--- src/rtl/wdt_pkg.sv ---
// -----------------------------------------------------------------------------
// wdt_pkg
// Shared definitions for the watchdog scheduler slice:
//   - wdt_state_e           : scheduler FSM state encodings (visible on SchedState)
//   - TIMEOUT_MSB/EN_BIT/LOCK_BIT : control register bit positions
//   - CLK_PER_125MS_DEFAULT : LpcClock cycles per 125 ms at 33 MHz
//   - small helpers for the control register and the load counter
// -----------------------------------------------------------------------------
package wdt_pkg;

    typedef enum logic [2:0] {
        ST_DISABLED = 3'd0,
        ST_ARMING   = 3'd1,
        ST_RUNNING  = 3'd2,
        ST_EXPIRED  = 3'd3,
        ST_TRIPPED  = 3'd4
    } wdt_state_e;

    localparam int TIMEOUT_MSB = 3;
    localparam int EN_BIT      = 4;
    localparam int LOCK_BIT    = 5;

    localparam int CLK_PER_125MS_DEFAULT = 4125000;

    // Writable bits of the control register: timeout, enable, lock. [7:6] read 0.
    localparam logic [7:0] REG_WR_MASK = (8'h01 << LOCK_BIT) | (8'h01 << EN_BIT) | 8'h0F;

    // True when the timeout field of a control register value is nonzero.
    function automatic logic timeout_nonzero(input logic [7:0] reg_val);
        return |reg_val[TIMEOUT_MSB:0];
    endfunction

    // Saturating 8-bit increment.
    function automatic logic [7:0] sat_inc8(input logic [7:0] val);
        return (val == 8'hFF) ? val : (val + 8'd1);
    endfunction

endpackage

--- src/rtl/watchdog_scheduler_if.sv ---
// -----------------------------------------------------------------------------
// watchdog_scheduler_if
// Host/BMC request bus of the watchdog scheduler.
//   HostWrEn/HostWrData : control register write strobe and data
//   HostKick/BmcKick    : one-cycle reload requests, BmcKickEn gates BmcKick
//   ClearReq            : one-cycle clear requests {watchdog, reset, power}
//   ClearInterrupt      : registered copy of ClearReq returned by the scheduler
// master = requester side, slave = scheduler side.
// -----------------------------------------------------------------------------
interface watchdog_scheduler_if;

    logic       HostWrEn;
    logic [7:0] HostWrData;
    logic       HostKick;
    logic       BmcKick;
    logic       BmcKickEn;
    logic [2:0] ClearReq;
    logic [2:0] ClearInterrupt;

    modport master (
        output HostWrEn,
        output HostWrData,
        output HostKick,
        output BmcKick,
        output BmcKickEn,
        output ClearReq,
        input  ClearInterrupt
    );

    modport slave (
        input  HostWrEn,
        input  HostWrData,
        input  HostKick,
        input  BmcKick,
        input  BmcKickEn,
        input  ClearReq,
        output ClearInterrupt
    );

endinterface

--- src/rtl/wdt_prescaler.sv ---
// -----------------------------------------------------------------------------
// wdt_prescaler
// 125 ms time base. Counts 0..PERIOD-1 and wraps; strobe is a registered
// one-cycle pulse aligned with the cycle in which the count equals PERIOD-1.
// Ports:
//   clk    : LpcClock
//   rst    : synchronous active-high reset
//   clr    : synchronous clear (driven by LoadWDTimer), restarts a full period
//   strobe : Strobe125msec
// -----------------------------------------------------------------------------
module wdt_prescaler
    import wdt_pkg::*;
#(
    parameter int PERIOD = CLK_PER_125MS_DEFAULT
) (
    input  logic clk,
    input  logic rst,
    input  logic clr,
    output logic strobe
);

    localparam int             CW   = (PERIOD > 2) ? $clog2(PERIOD) : 1;
    localparam logic [CW-1:0]  LAST = CW'(PERIOD - 1);
    localparam logic [CW-1:0]  ONE  = CW'(1);

    logic [CW-1:0] cnt_d;
    logic [CW-1:0] cnt_q;
    logic          strobe_d;
    logic          strobe_q;

    // Next count and strobe; the strobe is computed from the next count so the
    // registered pulse lines up with the count value it announces.
    always_comb begin
        cnt_d = cnt_q;
        if (clr) begin
            cnt_d = '0;
        end else if (cnt_q == LAST) begin
            cnt_d = '0;
        end else begin
            cnt_d = cnt_q + ONE;
        end
        strobe_d = (cnt_d == LAST);
    end

    // Counter and strobe registers.
    always_ff @(posedge clk) begin
        if (rst) begin
            cnt_q    <= '0;
            strobe_q <= 1'b0;
        end else begin
            cnt_q    <= cnt_d;
            strobe_q <= strobe_d;
        end
    end

    assign strobe = strobe_q;

endmodule

--- src/rtl/watchdog_scheduler.sv ---
// -----------------------------------------------------------------------------
// watchdog_scheduler
// Sequencing/arbitration front-end of the system watchdog timer.
// Ports:
//   LpcClock, LpcReset : 33 MHz clock, synchronous active-high reset
//   host_bus           : host write, host/BMC kicks, clear requests/acks
//   WatchDogIREQ       : expiry indication from the watchdog timer
//   WatchDogReset      : sticky reset request from the watchdog timer
//   Strobe125msec      : 125 ms time-base pulse
//   LoadWDTimer        : one-cycle reload pulse to the watchdog timer
//   WatchDogRegister   : control register {2'b00, lock, en, timeout[3:0]}
//   SchedState         : FSM state encoding (wdt_state_e)
//   LoadCount          : saturating count of LoadWDTimer pulses
// A host write is registered first and acted on by the FSM one cycle later,
// so the reload it causes coincides with the ARMING state.
// -----------------------------------------------------------------------------
module watchdog_scheduler
    import wdt_pkg::*;
#(
    parameter int CLK_PER_125MS = CLK_PER_125MS_DEFAULT
) (
    input  logic                       LpcClock,
    input  logic                       LpcReset,
    watchdog_scheduler_if.slave        host_bus,
    input  logic                       WatchDogIREQ,
    input  logic                       WatchDogReset,
    output logic                       Strobe125msec,
    output logic                       LoadWDTimer,
    output logic [7:0]                 WatchDogRegister,
    output logic [2:0]                 SchedState,
    output logic [7:0]                 LoadCount
);

    wdt_state_e state_d, state_q;
    logic [7:0] reg_d, reg_q;
    logic       wr_pend_d, wr_pend_q;
    logic       load_d, load_q;
    logic [7:0] cnt_d, cnt_q;
    logic [2:0] clr_d, clr_q;

    logic       wr_acc_s;
    logic       kick_s;
    logic       kick_acc_s;

    // Write/kick acceptance and the register, pending-write, counter and clear datapath.
    always_comb begin
        wr_acc_s = host_bus.HostWrEn & ~reg_q[LOCK_BIT] &
                   (state_q != ST_TRIPPED) & ~WatchDogReset;
        kick_s   = host_bus.HostKick | (host_bus.BmcKick & host_bus.BmcKickEn);
        // A write in flight owns the next load; a kick right after a load is
        // absorbed so reload pulses are never back to back.
        kick_acc_s = kick_s & ~wr_acc_s & ~wr_pend_q & ~load_q;

        reg_d     = reg_q;
        wr_pend_d = wr_acc_s;
        if (wr_acc_s) begin
            reg_d = host_bus.HostWrData & REG_WR_MASK;
        end else begin
            reg_d = reg_q;
        end

        cnt_d = cnt_q;
        if (wr_acc_s) begin
            // Clear, but still count a load issued on this same edge.
            cnt_d = {7'd0, load_d};
        end else if (load_d) begin
            cnt_d = sat_inc8(cnt_q);
        end else begin
            cnt_d = cnt_q;
        end

        clr_d = host_bus.ClearReq;
    end

    // FSM next state and reload request.
    always_comb begin
        state_d = state_q;
        load_d  = 1'b0;
        if (WatchDogReset) begin
            state_d = ST_TRIPPED;
        end else begin
            case (state_q)
                ST_DISABLED: begin
                    if (wr_pend_q && timeout_nonzero(reg_q)) begin
                        state_d = ST_ARMING;
                        load_d  = 1'b1;
                    end else begin
                        state_d = ST_DISABLED;
                    end
                end
                ST_ARMING: begin
                    if (wr_pend_q && !timeout_nonzero(reg_q)) begin
                        state_d = ST_DISABLED;
                    end else begin
                        state_d = ST_RUNNING;
                    end
                end
                ST_RUNNING, ST_EXPIRED: begin
                    if (wr_pend_q) begin
                        if (timeout_nonzero(reg_q)) begin
                            state_d = ST_ARMING;
                            load_d  = 1'b1;
                        end else begin
                            state_d = ST_DISABLED;
                        end
                    end else if (kick_acc_s) begin
                        state_d = ST_RUNNING;
                        load_d  = 1'b1;
                    end else if (WatchDogIREQ) begin
                        state_d = ST_EXPIRED;
                    end else begin
                        state_d = state_q;
                    end
                end
                ST_TRIPPED: begin
                    state_d = ST_TRIPPED;
                end
                default: begin
                    state_d = ST_DISABLED;
                end
            endcase
        end
    end

    // State and output registers.
    always_ff @(posedge LpcClock) begin
        if (LpcReset) begin
            state_q   <= ST_DISABLED;
            reg_q     <= 8'h00;
            wr_pend_q <= 1'b0;
            load_q    <= 1'b0;
            cnt_q     <= 8'h00;
            clr_q     <= 3'b000;
        end else begin
            state_q   <= state_d;
            reg_q     <= reg_d;
            wr_pend_q <= wr_pend_d;
            load_q    <= load_d;
            cnt_q     <= cnt_d;
            clr_q     <= clr_d;
        end
    end

    wdt_prescaler #(
        .PERIOD (CLK_PER_125MS)
    ) u_prescaler (
        .clk    (LpcClock),
        .rst    (LpcReset),
        .clr    (load_q),
        .strobe (Strobe125msec)
    );

    assign LoadWDTimer             = load_q;
    assign WatchDogRegister        = reg_q;
    assign SchedState              = state_q;
    assign LoadCount               = cnt_q;
    assign host_bus.ClearInterrupt = clr_q;

endmodule

--- src/flat_wrapper.sv ---
// flat-port wrapper written by rule: the top's interface ports become plain ports
module watchdog_scheduler_flat import wdt_pkg::*;
#(
    parameter int CLK_PER_125MS = CLK_PER_125MS_DEFAULT
)
  (LpcClock, LpcReset, WatchDogIREQ, WatchDogReset, Strobe125msec, LoadWDTimer, WatchDogRegister, SchedState, LoadCount, host_bus_HostWrEn, host_bus_HostWrData, host_bus_HostKick, host_bus_BmcKick, host_bus_BmcKickEn, host_bus_ClearReq, host_bus_ClearInterrupt);
  watchdog_scheduler_if host_bus_i ();
  input  logic LpcClock;
  input  logic LpcReset;
  input  logic WatchDogIREQ;
  input  logic WatchDogReset;
  output logic Strobe125msec;
  output logic LoadWDTimer;
  output logic [7:0] WatchDogRegister;
  output logic [2:0] SchedState;
  output logic [7:0] LoadCount;
  input wire logic [$bits(host_bus_i.HostWrEn)-1:0] host_bus_HostWrEn;
  input wire logic [$bits(host_bus_i.HostWrData)-1:0] host_bus_HostWrData;
  input wire logic [$bits(host_bus_i.HostKick)-1:0] host_bus_HostKick;
  input wire logic [$bits(host_bus_i.BmcKick)-1:0] host_bus_BmcKick;
  input wire logic [$bits(host_bus_i.BmcKickEn)-1:0] host_bus_BmcKickEn;
  input wire logic [$bits(host_bus_i.ClearReq)-1:0] host_bus_ClearReq;
  output wire logic [$bits(host_bus_i.ClearInterrupt)-1:0] host_bus_ClearInterrupt;
  assign host_bus_i.HostWrEn = host_bus_HostWrEn;
  assign host_bus_i.HostWrData = host_bus_HostWrData;
  assign host_bus_i.HostKick = host_bus_HostKick;
  assign host_bus_i.BmcKick = host_bus_BmcKick;
  assign host_bus_i.BmcKickEn = host_bus_BmcKickEn;
  assign host_bus_i.ClearReq = host_bus_ClearReq;
  assign host_bus_ClearInterrupt = host_bus_i.ClearInterrupt;
  watchdog_scheduler #(.CLK_PER_125MS(CLK_PER_125MS)) u_core (.LpcClock(LpcClock), .LpcReset(LpcReset), .host_bus(host_bus_i), .WatchDogIREQ(WatchDogIREQ), .WatchDogReset(WatchDogReset), .Strobe125msec(Strobe125msec), .LoadWDTimer(LoadWDTimer), .WatchDogRegister(WatchDogRegister), .SchedState(SchedState), .LoadCount(LoadCount));
endmodule
--- config.mk ---
export PLATFORM = sky130hd
export DESIGN_NAME = watchdog_scheduler_flat
export DESIGN_NICKNAME = d
export VERILOG_FILES = /design/src/rtl/wdt_pkg.sv /design/src/rtl/watchdog_scheduler_if.sv /design/src/rtl/wdt_prescaler.sv /design/src/rtl/watchdog_scheduler.sv /design/src/flat_wrapper.sv
export SDC_FILE = /design/constraint.sdc
export NUM_CORES = 1
export LEC_CHECK = 0
export ABC_CLOCK_PERIOD_IN_PS = 4800
export CAP_MARGIN = 0
export CORE_UTILIZATION = 50
export CTS_BUF_LIST = sky130_fd_sc_hd__clkbuf_4 sky130_fd_sc_hd__clkbuf_8 sky130_fd_sc_hd__clkbuf_16
export CTS_CLUSTER_SIZE = 40
export DETAILED_ROUTE_END_ITERATION = 6
export PLACE_DENSITY = 0.78
export RECOVER_POWER = 100
export REMOVE_ABC_BUFFERS = 1
export SLEW_MARGIN = 40
export SYNTH_ARGS = -nofsm -noshare
export SYNTH_HDL_FRONTEND = slang
export SYNTH_SLANG_ARGS = --single-unit
--- constraint.sdc ---
create_clock -name LpcClock -period 4.8 [get_ports LpcClock]
set_input_delay 1.44 -clock LpcClock [delete_from_list [all_inputs] [get_ports LpcClock]]
set_output_delay 1.44 -clock LpcClock [all_outputs]
set_load 0.05 [all_outputs]
After elaboration in Yosys (flattened, before gate mapping)
Index checks and enable logic that the tools add are counted. W data, S select, Z words.

Input bits: 19. Word-level logic and storage cells: 67. Register bits after elaboration: 45.

Mux-type cells: 19. Bitwise gates (word level): 14. Equal/unequal tests: 11. Add/sub/neg operators: 2. Reduce and logical (&&, ||, !) cells: 11.

Operators with widths (number): $eq A22 B22 Y1 const B (2); $mux W22 (2); $add A22 B1 Y22 const B (1); $mux W3 (4); $pmux W3 S4 (1); $mux W1 (10); $add A8 B1 Y8 const B (1); $eq A8 B8 Y1 const B (1); $and A1 B1 Y1 (7); $eq A3 B2 Y1 const B (2); $not A1 Y1 (6); $reduce_or A2 Y1 (3); $ne A5 B3 Y1 const B (1); $ne A4 B2 Y1 const B (1); $reduce_and A2 Y1 (2); $reduce_or A4 Y1 (1); $eq A3 B1 Y1 const B (1); $eq A3 B3 Y1 const B (1); $logic_not A3 Y1 (1); $ne A3 B3 Y1 const B (1); $logic_and A1 B1 Y1 (2); $mux W2 (1); $ne A2 B1 Y1 const B (1); $pmux W1 S2 (1); 3 further kinds (3).

Depth between registers and ports, before layout
Gate-level depths: netlist of run 1.

Word-level depth: 14. Depth in mapped cells: 8. Gate-level depth less buffers: 7.

Modules after synthesis
A second synthesis of run 1 with hierarchy kept.

Cells, all modules: 263. Area total of the unflattened synthesis: 2260.9 µm².

Modules (own cells, without submodules): wdt_prescaler (cells each 152, area each 1290.0 µm², instances 1); watchdog_scheduler (cells each 111, area each 970.9 µm², instances 1).

Least setup slack after synthesis of run 1
OpenSTA, ideal clock, no wires.

Path type: input to register. Start point: input WatchDogReset. End point: register u_core.cnt_q[7] (netlist: u_core.LoadCount[7]). Path buffers: 2. Library setup time: 0.121 ns. Setup slack: 1.954 ns. Stages on the path: 7. Data arrival time: 2.725 ns. Path through: a2111o_1 > clkbuf_1 > a21boi_1 > clkbuf_1 > nor3b_1 > xnor2_1 > nor2_1.

Word-level cells in the longest chain between the ends: 11.

Ends and longest elaborated chain: start: declaration (line flat_wrapper.sv:11) `input logic WatchDogReset;`; $not A1 Y1 (line watchdog_scheduler.sv:48) `(state_q != ST_TRIPPED) & ~WatchDogReset;`; $and A1 B1 Y1 (line watchdog_scheduler.sv:48); $not A1 Y1 (line watchdog_scheduler.sv:52) `kick_acc_s = kick_s & ~wr_acc_s & ~wr_pend_q & ~load_q;`; $and A1 B1 Y1 (3 in a row) (line watchdog_scheduler.sv:52); $mux W1 (line watchdog_scheduler.sv:106) `end else if (kick_acc_s) begin`; $mux W1 (line watchdog_scheduler.sv:99) `if (wr_pend_q) begin`; $pmux W1 S2 (line watchdog_scheduler.sv:82) `case (state_q)`; $mux W1 (line watchdog_scheduler.sv:79) `if (WatchDogReset) begin`; $reduce_and A2 Y1 (no source line); end signal: assignment (line watchdog_scheduler.sv:139) `cnt_q <= cnt_d;`; end: declaration (line watchdog_scheduler.sv:38) `logic [7:0] cnt_d, cnt_q;`.

Several ways; a longest one is shown, not always the timed one. A chain may end at the register's enable or synchronous reset.

Worst setup path after layout of run 1
Start point: input WatchDogReset. End point: register u_core.cnt_q[6] (netlist: u_core.LoadCount[6]).

The elaborated chain is that of the path after synthesis.

==> results of run 1 <==
==> power by group through the flow <==
stage | sequential, mW | clock, mW | combinational [mW]
3_5_place_dp | 0.394 | 0 | 0.0660
6_report | 0.385 | 0.286 | 0.0629
4_1_cts | 0.386 | 0.291 | 0.0662
5_1_grt | 0.387 | 0.307 | 0.0680
2_1_floorplan | 0.408 | 0 | 0.0199
3_3_place_gp | 0.394 | 0 | 0.0650
==> kinds of logic (layout without fill, tap and decap cells) <==
family,Yosys count,after routing
AOI/OAI and AO/OA,31,31
adders and majority gates,2,2
xor gates and xnor gates,23,23
buffers and inverters,22,55
DFF,45,45
muxes,2,2
other,1,2
and+or+nand+nor,132,132
==> final timing paths <==
check | startpoint | to | slack (ns)
max reg2reg | u_core.SchedState[1] | u_core.LoadCount[6] | 2.27
min reg2reg | u_core.WatchDogRegister[4] | u_core.WatchDogRegister[4] | 0.46
min | u_core.WatchDogRegister[4] | u_core.WatchDogRegister[4] | 0.46
max | WatchDogReset | u_core.LoadCount[6] | 0.87
==> registers in the layout (all words and copies together), names as in the netlist <==
signal,flops
u_core.LoadCount,8
u_core.u_prescaler.cnt_q,22
u_core.LoadWDTimer,1
u_core.SchedState,3
u_core.u_prescaler.strobe,1
u_core.host_bus.ClearInterrupt,3
u_core.WatchDogRegister,6
u_core.wr_pend_q,1
==> stage by stage <==
step	std cells	hold slack (ns)	setup WS, ns	util
global placement	334	0.442	0.923	0.627
CTS	342	0.467	1.21	0.655
detailed placement	334	0.454	0.912	0.627
finish	342	0.464	0.871	0.652
floorplan	244	0.437	1.89	-
global route	342	0.485	0.614	0.652
==> layout make-up <==
type                       instances  area (µm²)  share of cell area
timing repair buffer              40         388               0.147
multi-input combinational        192        1150               0.436
sequential                        45         901               0.341
inverter                           7        26.3             0.00993
clock inverter                     3        46.3              0.0175
clock buffer                       5        68.8              0.0260
tap                               50        62.6              0.0237
==> worst max-delay path, stage by stage <==
cell and delay (ns):
sky130_fd_sc_hd__dlygate4sd3_1 0.70, sky130_fd_sc_hd__a2111o_1 0.61, sky130_fd_sc_hd__a21boi_0 0.90, sky130_fd_sc_hd__or3_1 0.25, sky130_fd_sc_hd__nor3_1 0.05, sky130_fd_sc_hd__a211oi_1 0.19
==> cells in the final DEF (no fill, tap or decap), types with 2 or more instances in the layout <==
| cell type | instances |
|---|---|
| sky130_fd_sc_hd__dfxtp_1 | 45 |
| sky130_fd_sc_hd__nor2_1 | 37 |
| sky130_fd_sc_hd__dlygate4sd3_1 | 24 |
| sky130_fd_sc_hd__nand2_1 | 23 |
| sky130_fd_sc_hd__xnor2_1 | 14 |
| sky130_fd_sc_hd__clkdlybuf4s50_1 | 14 |
| sky130_fd_sc_hd__nand3_1 | 13 |
| sky130_fd_sc_hd__a21oi_1 | 13 |
| sky130_fd_sc_hd__nor3_1 | 11 |
| sky130_fd_sc_hd__xor2_1 | 9 |
| sky130_fd_sc_hd__nor4_1 | 8 |
| sky130_fd_sc_hd__nand4_1 | 7 |
| sky130_fd_sc_hd__inv_1 | 7 |
| sky130_fd_sc_hd__nor2b_1 | 6 |
| sky130_fd_sc_hd__o21ai_0 | 5 |
| sky130_fd_sc_hd__clkbuf_8 | 5 |
| sky130_fd_sc_hd__nor3b_1 | 4 |
| sky130_fd_sc_hd__or3_1 | 4 |
| sky130_fd_sc_hd__nor4b_1 | 3 |
| sky130_fd_sc_hd__and3_1 | 3 |
| sky130_fd_sc_hd__mux2i_1 | 2 |
| sky130_fd_sc_hd__nand2b_1 | 2 |
| sky130_fd_sc_hd__a211oi_1 | 2 |
| sky130_fd_sc_hd__ha_1 | 2 |
| sky130_fd_sc_hd__conb_1 | 2 |
| sky130_fd_sc_hd__clkbuf_1 | 2 |
==> metal layers <==
layer,up-vias,wire length [µm],global-route usage
met5,-,0,0
met4,0,29,0.0479
met3,2,207,0.0524
met2,35,2040,0.324
met1,879,2110,0.289
li1,956,-,-
==> run metrics, run 1 <==
proportion of power drawn by combinational gates=0.086; upper clock frequency limit=255 MHz; compound-gate portion of the synthesized area=0.0913; maximum capacitance violations=0; Antenna Violating Nets Remaining=0; number of flops mapped to enable cells by yosys=0; arithmetic-cell share of the synthesized area counting full adders, half adders and majority gates=0.0116; post-synthesis average cell area=8.34 µm²; instance count of the mapped netlist=258; diode insertion count for antenna repair=0; register bit total from synthesis=45; total congestion overflow after global routing=0; first-pass GRT wire length=7360 µm; fill cell count=364; outcome=finished clean; Die Span X=67.6 µm; part of the Yosys area used for sequential elements=0.419; most used flip-flop cell after synthesis=sky130_fd_sc_hd__dfxtp_1; Crit path required time=5.02 ns; simple-gate share of the synthesized area=0.327; Switching Fraction=0.238; antenna violations before repair=0; classification of the worst setup path=in -> reg; overall power of the completed layout=0.735 mW; Internal Dissipation=0.560 mW; number of max-slew violations in the final report=0; largest net degree at the start of global routing=22; number of violations reported at the end of detailed-routing iteration 0=153; later-pin clock latency in the skew report=0.29 ns; post-route clock skew=0.00305 ns; net count reported at finish=312; fraction of final layout cells sized beyond drive strength 1=0.0479; wire length per cell=12.8 µm; Worst Setup End Kind=register; final count of hold timing violations=0; share of total power in the clock network=0.390; Gates resized, CTS repair=0; largest family of logic cells by synthesized area=simple AND/OR/NAND/NOR gates; net switching component of the power=0.175 mW; Hold WC Path Type=reg -> reg; mux share of post-synthesis cell area=0.00930; normalized max-slew margin=0.272; r2r worst-path depth=6; warning count from the yosys run=0; sinks on the clock net=45; CTS tree=yes; estimated wirelength of the detail-placed design=3110 µm; Post-CTS Setup Repair Bufs=0; top cell type by total area after synthesis=sky130_fd_sc_hd__dfxtp_1; DIE AREA=4570 µm²; share of async-settable or async-resettable flops after synthesis=0; sequential group share of total power=0.525; IR Drop Worst-Case VDD=0.202 mV; min cycle time layout=3.93 ns; unrepaired setup endpoints after global routing=false; Fin Setup TNS=0 ns; Post-route DRC=0; standby leakage power=0.949 nW; number of vias in the routed layout=1872; Least-Margin Pin Slew=1.08 ns; final design instance area without fill=2650 µm²; Synth top area share=0.419; floorplan row count=23; Pwr per Cell Area=278 nW/µm²; number of I/O port buffers=38; first-pass iteration count of the detailed router=4; top post-synthesis cells by area=sky130_fd_sc_hd__dfxtp_1 (42%), sky130_fd_sc_hd__nor2_1 (6.5%), sky130_fd_sc_hd__xnor2_1 (5.7%); kind of launch point of the worst setup path=input pin; die boundary height=67.6 µm; Core Region=4060 µm²; CTS buffer count=5; mean number of vias per cell=5.47; I/O pin count=43; largest fanout of any net on the critical path=12; fraction of synthesized cell area in xor and xnor cells=0.0936; distinct cell type count after synthesis=48; setup violation total in the final timing report=0; Arrival @ worst endpoint=4.15 ns; top-count cell post-synth=sky130_fd_sc_hd__dfxtp_1; synthesized area=2150 µm²; Area growth syn-to-layout=22.9%; number of global-route vias before repair=1668; number of buffers inserted by hold repair at cts=0; final wirelength=4380 µm; final worst path period share=0.819; leading cell types by count after synthesis=sky130_fd_sc_hd__dfxtp_1 (45), sky130_fd_sc_hd__nor2_1 (37), sky130_fd_sc_hd__nand2_1 (23); Root Buffer Master=sky130_fd_sc_hd__clkbuf_8; area of placed instances=2540 µm²; # H-tree levels=2; Min-Delay Path Depth=2; CTS clock-pin slew for the worst setup and hold paths=0.08 ns; RePlAce Congestion=0.829; starting density of the core=0.530; total global routing track utilization=0.209; maximum buffer depth of the clock tree=2
Power figures use the tool's default switching activity.
==> inputs of run 2 (changes only) <==
--- a/config.mk
+++ b/config.mk
@@ -5,13 +5,13 @@
 export SDC_FILE = /design/constraint.sdc
 export NUM_CORES = 1
 export LEC_CHECK = 0
-export ABC_CLOCK_PERIOD_IN_PS = 4800
+export ABC_CLOCK_PERIOD_IN_PS = 3200
 export CAP_MARGIN = 0
-export CORE_UTILIZATION = 50
+export CORE_UTILIZATION = 46
 export CTS_BUF_LIST = sky130_fd_sc_hd__clkbuf_4 sky130_fd_sc_hd__clkbuf_8 sky130_fd_sc_hd__clkbuf_16
 export CTS_CLUSTER_SIZE = 40
 export DETAILED_ROUTE_END_ITERATION = 6
-export PLACE_DENSITY = 0.78
+export PLACE_DENSITY = 0.75
 export RECOVER_POWER = 100
 export REMOVE_ABC_BUFFERS = 1
 export SLEW_MARGIN = 40
==> constraint.sdc (replaced) <==
create_clock -name LpcClock -period 3.2 [get_ports LpcClock]
set_input_delay 0.96 -clock LpcClock [delete_from_list [all_inputs] [get_ports LpcClock]]
set_output_delay 0.96 -clock LpcClock [all_outputs]
set_load 0.05 [all_outputs]
==> run metrics, run 2 (synthesized netlist as in run 1, its figures left out) <==
total global routing track utilization=0.186; number of violations reported at the end of detailed-routing iteration 0=99; # H-tree levels=2; upper clock frequency limit=357 MHz; largest fanout of any net on the critical path=7; Crit path required time=3.41 ns; Gates resized, CTS repair=0; post-layout instance count excluding filler cells=348; unrepaired setup endpoints after global routing=false; pre-CTS WS=0.276 ns; worst path buffer plus inverter count=2; Fin Setup TNS=0 ns; Arrival @ worst endpoint=3.01 ns; fraction of final layout cells sized beyond drive strength 1=0.0507; CTS clock-pin slew for the worst setup and hold paths=0.08 ns; Least-Margin Pin Slew=0.766 ns; starting density of the core=0.488; Hold WC Path Type=reg -> reg; final worst path period share=0.874; Post-CTS Setup Repair Bufs=0; smallest hold slack=0.473 ns; diode insertion count for antenna repair=0; first-pass GRT wire length=7430 µm; kind of launch point of the worst setup path=input pin; die boundary height=70.4 µm; outcome=finished clean; sinks on the clock net=45; setup violation total in the final timing report=0; total congestion overflow after global routing=0; number of I/O port buffers=38; CTS tree=yes; maximum capacitance violations=0; commonest cells after routing, fill and taps aside=sky130_fd_sc_hd__dfxtp_1 (45), sky130_fd_sc_hd__nor2_1 (37), sky130_fd_sc_hd__dlygate4sd3_1 (24); DP Cell Count=341; largest net degree at the start of global routing=18; min cycle time layout=2.80 ns; post-route clock skew=0.0125 ns; final count of hold timing violations=0; estimated wirelength of the detail-placed design=3280 µm; family of cells with the greatest summed delay on the critical path=buffers and inverters; net count reported at finish=317; mean number of vias per cell=5.49; first-pass iteration count of the detailed router=4; number of flip-flops under the largest register name=22; later-pin clock latency in the skew report=0.30 ns; normalized max-slew margin=0.489; Antenna Violating Nets Remaining=0; number of vias in the routed layout=1910; Worst Setup End Kind=register; Pwr per Cell Area=388 nW/µm²; number of global-route vias before repair=1668; slowest stage delay, CP=0.57 ns; floorplan row count=24; CTS buffer count=5; antenna violations before repair=0; RePlAce Congestion=0.881; Die Span X=70.4 µm; wire length per cell=12.7 µm; final wirelength=4430 µm; I/O pin count=43; number of buffers inserted by hold repair at cts=0; Post-route DRC=0; Area growth syn-to-layout=23.1%; classification of the worst setup path=in -> reg; DIE AREA=4960 µm²; critical path cell sequence=dlygate4sd3_1 > a2111o_1 > inv_1 > nor3_1 > or4_1 > a211oi_1; number of max-slew violations in the final report=0; standby leakage power=0.951 nW; cell with the largest stage delay on the worst path=sky130_fd_sc_hd__dlygate4sd3_1; register with the highest flop count=u_core.u_prescaler.cnt_q; IR Drop Worst-Case VDD=0.255 mV; Core Region=4410 µm²; worst setup margin=0.402 ns; most frequent standard cell in the layout excluding fill and tap cells=sky130_fd_sc_hd__dfxtp_1; maximum buffer depth of the clock tree=2; Root Buffer Master=sky130_fd_sc_hd__clkbuf_8
==> run 2: changes by cell type in the layout (fill, tap and decap cells not counted) <==
cell / previous run / this run
sky130_fd_sc_hd__clkinv_4: 1 / 0
sky130_fd_sc_hd__buf_4: 0 / 2
sky130_fd_sc_hd__a21boi_0: 1 / 0
sky130_fd_sc_hd__clkbuf_8: 5 / 6
sky130_fd_sc_hd__clkbuf_1: 2 / 5
sky130_fd_sc_hd__a21boi_1: 0 / 1
sky130_fd_sc_hd__bufinv_16: 1 / 0
==> run 2: through the flow <==
stage,power (mW),cell area (µm²),util
final,1.03,2650,0.600
after global routing,1.07,2650,0.600
after CTS,1.05,2670,0.606
after detailed placement,0.693,2580,0.585
after global placement,0.692,2580,0.585
after floorplan,0.642,2080,-
==> run 2: layer usage <==
| metal | share of wire | vias up | GRT usage |
|---|---|---|---|
| li1 | - | 972 | - |
| met1 | 0.48 | 893 | 0.251 |
| met2 | 0.46 | 36 | 0.291 |
| met4 | 0.016 | 0 | 0.0667 |
| met5 | 0 | - | 0 |
| met3 | 0.038 | 9 | 0.0404 |
==> run 2: area by class of cell <==
class,count,area [µm²]
well taps,52,65.1
flip-flops and latches,45,901
inverters,7,26.3
multi-input cells,192,1150
fillers,423,1770
clock buffers,6,82.6
clock inverters,1,7.51
repair buffers,45,414
==> run 2: tightest hold or removal path: stages, from the launching register on <==
cell,delay [ns]
sky130_fd_sc_hd__dfxtp_1,0.32
sky130_fd_sc_hd__nand2_1,0.05
sky130_fd_sc_hd__a21oi_1,0.05
==> run 2: power breakdown <==
group	leakage, nW	total, mW	switching (mW)	internal, mW
registers	0.365	0.578	0.00790	0.570
logic	0.543	0.0958	0.0585	0.0373
clock network	0.0433	0.353	0.182	0.171
total	0.951	1.03	0.249	0.778
==> run 2: worst paths after layout <==
kind / slack [ns] / end / start / cells past startpoint
min reg2reg: 0.47 / u_core.WatchDogRegister[0] / u_core.WatchDogRegister[0] / 2
max: 0.40 / u_core.SchedState[0] / WatchDogReset / 6
max reg2reg: 0.88 / u_core.u_prescaler.strobe / u_core.u_prescaler.cnt_q[8] / 6
min: 0.47 / u_core.WatchDogRegister[0] / u_core.WatchDogRegister[0] / 2
